$ cat src/rtl/dmux4way_dispatcher.sv
// Single-register 1-to-4 dispatcher: holds one word and offers it to one of four channels.
// The target comes from sel or from a round-robin pointer. Zero-bubble refill on delivery.
module dmux4way_dispatcher #(
  parameter int unsigned WIDTH = 16
) (
  input  logic             clk,
  input  logic             reset,
  input  logic             in_valid,
  output logic             in_ready,
  input  logic [WIDTH-1:0] in_data,
  input  logic             rr_mode,
  input  logic [1:0]       sel,
  output logic [WIDTH-1:0] out_data,
  output logic             a_valid,
  output logic             b_valid,
  output logic             c_valid,
  output logic             d_valid,
  input  logic             a_ready,
  input  logic             b_ready,
  input  logic             c_ready,
  input  logic             d_ready,
  output logic             busy,
  output logic [1:0]       rr_ptr,
  output logic [7:0]       sent_count
);

  typedef enum logic [0:0] {StIdle, StHold} state_e;

  state_e     state;
  logic [3:0] valid_q;
  logic       rr_word;
  logic [3:0] chan_ready;
  logic       deliver;
  logic       accept;
  logic [1:0] rr_ptr_eff;
  logic [1:0] next_tgt;

  assign chan_ready = {d_ready, c_ready, b_ready, a_ready};

  always_comb begin
    deliver    = (state == StHold) && |(valid_q & chan_ready);
    in_ready   = !reset && ((state == StIdle) || deliver);
    accept     = in_ready && in_valid;
    // A round-robin word leaving this cycle already counts when picking the next rr target,
    // so back-to-back rr words go a, b, c, d rather than repeating a channel.
    rr_ptr_eff = (deliver && rr_word) ? rr_ptr + 2'd1 : rr_ptr;
    next_tgt   = rr_mode ? rr_ptr_eff : sel;
  end

  always_ff @(posedge clk or posedge reset) begin
    if (reset) begin
      state      <= StIdle;
      valid_q    <= '0;
      rr_word    <= 1'b0;
      out_data   <= '0;
      rr_ptr     <= 2'd0;
      sent_count <= 8'd0;
    end else begin
      if (deliver) begin
        sent_count <= sent_count + 8'd1;
        rr_ptr     <= rr_ptr_eff;
      end
      if (accept) begin
        state    <= StHold;
        out_data <= in_data;
        valid_q  <= 4'b0001 << next_tgt;
        rr_word  <= rr_mode;
      end else if (deliver) begin
        state   <= StIdle;
        valid_q <= '0;
        rr_word <= 1'b0;
      end
    end
  end

  assign {d_valid, c_valid, b_valid, a_valid} = valid_q;
  assign busy = (state == StHold);

endmodule

$ cat config.mk
export PLATFORM = sky130hd
export DESIGN_NAME = dmux4way_dispatcher
export DESIGN_NICKNAME = d
export VERILOG_FILES = /design/src/rtl/dmux4way_dispatcher.sv
export SDC_FILE = /design/constraint.sdc
export NUM_CORES = 1
export LEC_CHECK = 0
export CELL_PAD_IN_SITES_DETAIL_PLACEMENT = 1
export CELL_PAD_IN_SITES_GLOBAL_PLACEMENT = 2
export CORE_MARGIN = 3
export CORE_UTILIZATION = 26
export DETAILED_ROUTE_END_ITERATION = 7
export GPL_TIMING_DRIVEN = 0
export PLACE_DENSITY = 0.86
export SLEW_MARGIN = 20
export SYNTH_ARGS = -nofsm -noshare
export SYNTH_HDL_FRONTEND = slang
export SYNTH_SLANG_ARGS = --single-unit
$ cat constraint.sdc
create_clock -name clk -period 2.3 [get_ports clk]
set_input_delay 0.23 -clock clk [delete_from_list [all_inputs] [get_ports clk]]
set_output_delay 0.23 -clock clk [all_outputs]
set_load 0.02 [all_outputs]
==> impl_metrics.tcl, run 1 <==
set metrics [dict create \
    status "finished, final reports clean" \
    grt_max_degree 34 \
    fin_crit_sh_pct 90.06 \
    maxCapViolCount 0 \
    drc 0 \
    cp-end-kind "output pin" \
    ys_seq_elements 32 \
    clkPwrFrac_pct 16.0 \
    finalNonFillerCells 248 \
    clock_latency_ns 0.28 \
    antenna_found_initial 0 \
    nFillCells 565 \
    holdBufCountCts 0 \
    avgSynthCellArea_um2 12.41 \
    numCtsBuffers 5 \
    final_cell_mix "57 x clkdlybuf4s50_1, 32 x dfrtp_1, 12 x nand2_1" \
    synth_edf_count 0 \
    hold_class "in -> async" \
    routed_wirelength_um 3887 \
    p_int_mw 1.755 \
    p_leak_nw 0.9091 \
    wl_per_cell_um 15.67 \
    post-route-min-period_ns 2.071 \
    cts_tree "yes" \
    final-hold-violation-count 0 \
    vias 1148 \
    fin_tns_setup_ns 0 \
    grt_use_total_pct 13.45 \
    die_area_um2 6364 \
    seq_power_share_pct 35.3 \
    swShare_pct 38.38 \
    seqCellArea_um2 800.8 \
    rsz0062_at_grt "no" \
    die_h_um 79.78 \
    clockRootBuffer "clkbuf_8" \
    io_pins 58 \
    dp_hpwl_um 3004 \
    overflow 0 \
    post_cts_resized 0 \
    path_buf_inv 2 \
    vdd_drop_max_mv 0.5513 \
    worstSetupStartpointType "input pin" \
    multi_input_area_um2 579.3 \
    final.setup_skew_ns 0.007271 \
    final_common_cell "clkdlybuf4s50_1" \
    slowest_stage "clkdlybuf4s50_1" \
    postCtsSetupBuffers 0 \
    syn_nets 141 \
    drtAntennaViolNets 0 \
    synth_cells 114 \
    gp_congestion 0.7832 \
    cts.clk_slew.worst_paths_ns 0.07 \
    cp.required_ns 2.07 \
    dp_cells 241 \
    antennaDiodeCount 0 \
    crit_chain "clkdlybuf4s50_1 -> a22o_1 -> nor2_1 -> a21oi_1 -> clkdlybuf4s50_1" \
    critPathArrivalTime_ns 1.84 \
    cts_max_path_buffers 2 \
    first_global_vias 1336 \
    layout-drive-gt1-share_pct 11.24 \
    port_buffers 57 \
    pwr-share-comb_pct 48.7 \
    critical-path-top-delay-family "buffers and inverters" \
    critical_path_class "in -> out" \
    htreeDepth 2 \
    synth-seq-area-share_pct 56.59 \
    firstDrtPassIters 4 \
    ys_async_sr_fraction_pct 100.0 \
    core_um2 5172 \
    power_per_cell_area_nw_per_um2 1313 \
    yosys_warnings 0 \
    clock-sinks 32 \
    synth_cell_types 29 \
    die_w_um 79.78 \
    vias_per_cell 4.629 \
    synth.cell_area_um2 1415 \
    switchingPower_mw 1.093 \
    fp-row-count 26 \
    synth_flop_cell "dfrtp_1" \
    max_stage_delay_ns 0.62 \
    grt_pass1_wl_um 6520 \
    slew_headroom_pct 51.97 \
    drtIter0Drc 32 \
    cp_max_fo 4 \
    clock.fmax_ghz 0.4828 \
    syn2layout_area_growth_pct 53.32 \
    tightest_slew_ns 0.7194 \
    initial_utilization_pct 27.36 \
    cp_common_cell "clkdlybuf4s50_1" \
    setup_viol 0 \
    slew_violations 0 \
    layout.nets 205 \
]
==> synthesized netlist by cell type (all sizes together), types with 2 or more instances <==
cell type	count	share of area, %
a21oi	3	1.1
a22o	2	1.2
a22oi	2	1.1
and3	2	0.88
buf	3	1.7
dfrtp	32	57
inv	3	0.80
mux2	16	13
nand2	12	3.2
nand3	8	2.8
nand4	3	1.3
nor2	2	0.53
nor3	2	0.71
o21ai	3	1.3
o31ai	4	2.1
xnor2	5	3.1
xor2	4	2.5
==> power by group through the flow <==
stage | Clock [mW] | Sequential [mW] | Combinational [mW]
3_5_place_dp | 0 | 1.02 | 1.40
4_1_cts | 0.477 | 1.01 | 1.41
5_1_grt | 0.505 | 1.05 | 1.49
3_3_place_gp | 0 | 0.987 | 1.38
6_report | 0.457 | 1.00 | 1.39
2_1_floorplan | 0 | 1.27 | 0.455
==> cells by family (layout without fill, tap and decap cells) <==
logic type	count (synthesis)	after routing	synth area share, %
buf+inv	6	70	2.475
mux	16	16	12.73
xor+xnor	9	9	5.570
compound gates	19	19	11.14
simple gates	31	31	10.61
fa+ha+maj	1	1	0.8840
flops	32	32	56.59
==> registers in the layout (all words and copies together) (netlist names) <==
register	cells
valid_q	4
out_data	16
rr_word	1
rr_ptr	2
busy	1
sent_count	8
==> layer usage <==
metal,global-route usage (%),part of all wire (%),up-vias
met4,6.081,2.2,0
met5,0,0,-
li1,-,-,538
met1,14.83,40,573
met3,3.160,3.8,7
met2,24.29,54,30
==> final cells by class <==
cell class | instances | area share [%]
sequential | 32 | 36.91
multi-input combinational | 76 | 26.70
timing repair buffer | 57 | 26.30
clock buffer | 7 | 4.441
tap | 70 | 4.037
buffer | 3 | 1.096
inverter | 3 | 0.5190
==> per-stage QoR <==
| stage | cell area [µm²] | util, % | total power, mW | setup WS [ns] | hold slack [ns] |
|---|---|---|---|---|---|
| final | 2170 | 41.94 | 2.848 | 0.2286 | 0.4245 |
| after global routing | 2170 | 41.94 | 3.042 | 0.1293 | 0.4974 |
| after CTS | 2170 | 41.94 | 2.894 | 0.2042 | 0.4462 |
| after detailed placement | 2073 | 40.08 | 2.419 | -0.02662 | 0.4757 |
| after global placement | 2073 | 40.08 | 2.364 | -0.4445 | 0.4592 |
| after floorplan | 1415 | - | 1.722 | 0.3702 | 0.3617 |
==> path summary, 6_finish.rpt <==
path	cells after the start	slack, ns	end	startpoint
worst max-delay path	5	0.23	in_ready	a_ready
worst min-delay path	2	0.42	rr_word$_DFFE_PP0P_	reset
worst max register to register	4	0.32	out_data[6]$_DFFE_PP0P_	valid_q[0]$_DFFE_PP0P_
worst min register to register	1	0.48	sent_count[7]$_DFFE_PP0P_	sent_count[7]$_DFFE_PP0P_
max in group asynchronous	2	1.41	out_data[15]$_DFFE_PP0P_	reset
min in group clk	1	0.48	sent_count[7]$_DFFE_PP0P_	sent_count[7]$_DFFE_PP0P_
Note: power is estimated with default switching activity, not from simulation.
==> inputs of run 2 (changes only) <==
--- a/config.mk
+++ b/config.mk
@@ -10,6 +10,7 @@
 export CORE_MARGIN = 3
 export CORE_UTILIZATION = 26
 export DETAILED_ROUTE_END_ITERATION = 7
+export GPL_ROUTABILITY_DRIVEN = 0
 export GPL_TIMING_DRIVEN = 0
 export PLACE_DENSITY = 0.86
 export SLEW_MARGIN = 20
==> results of run 2 <==
The final DEF is identical to that of run 1; final timing and power are the same.
==> inputs of run 3 (changes only) <==
--- a/config.mk
+++ b/config.mk
@@ -5,6 +5,7 @@
 export SDC_FILE = /design/constraint.sdc
 export NUM_CORES = 1
 export LEC_CHECK = 0
+export ABC_CLOCK_PERIOD_IN_PS = 2300
 export CELL_PAD_IN_SITES_DETAIL_PLACEMENT = 1
 export CELL_PAD_IN_SITES_GLOBAL_PLACEMENT = 2
 export CORE_MARGIN = 3
==> results of run 3 <==
The final DEF is identical to that of run 1; final timing and power are the same.
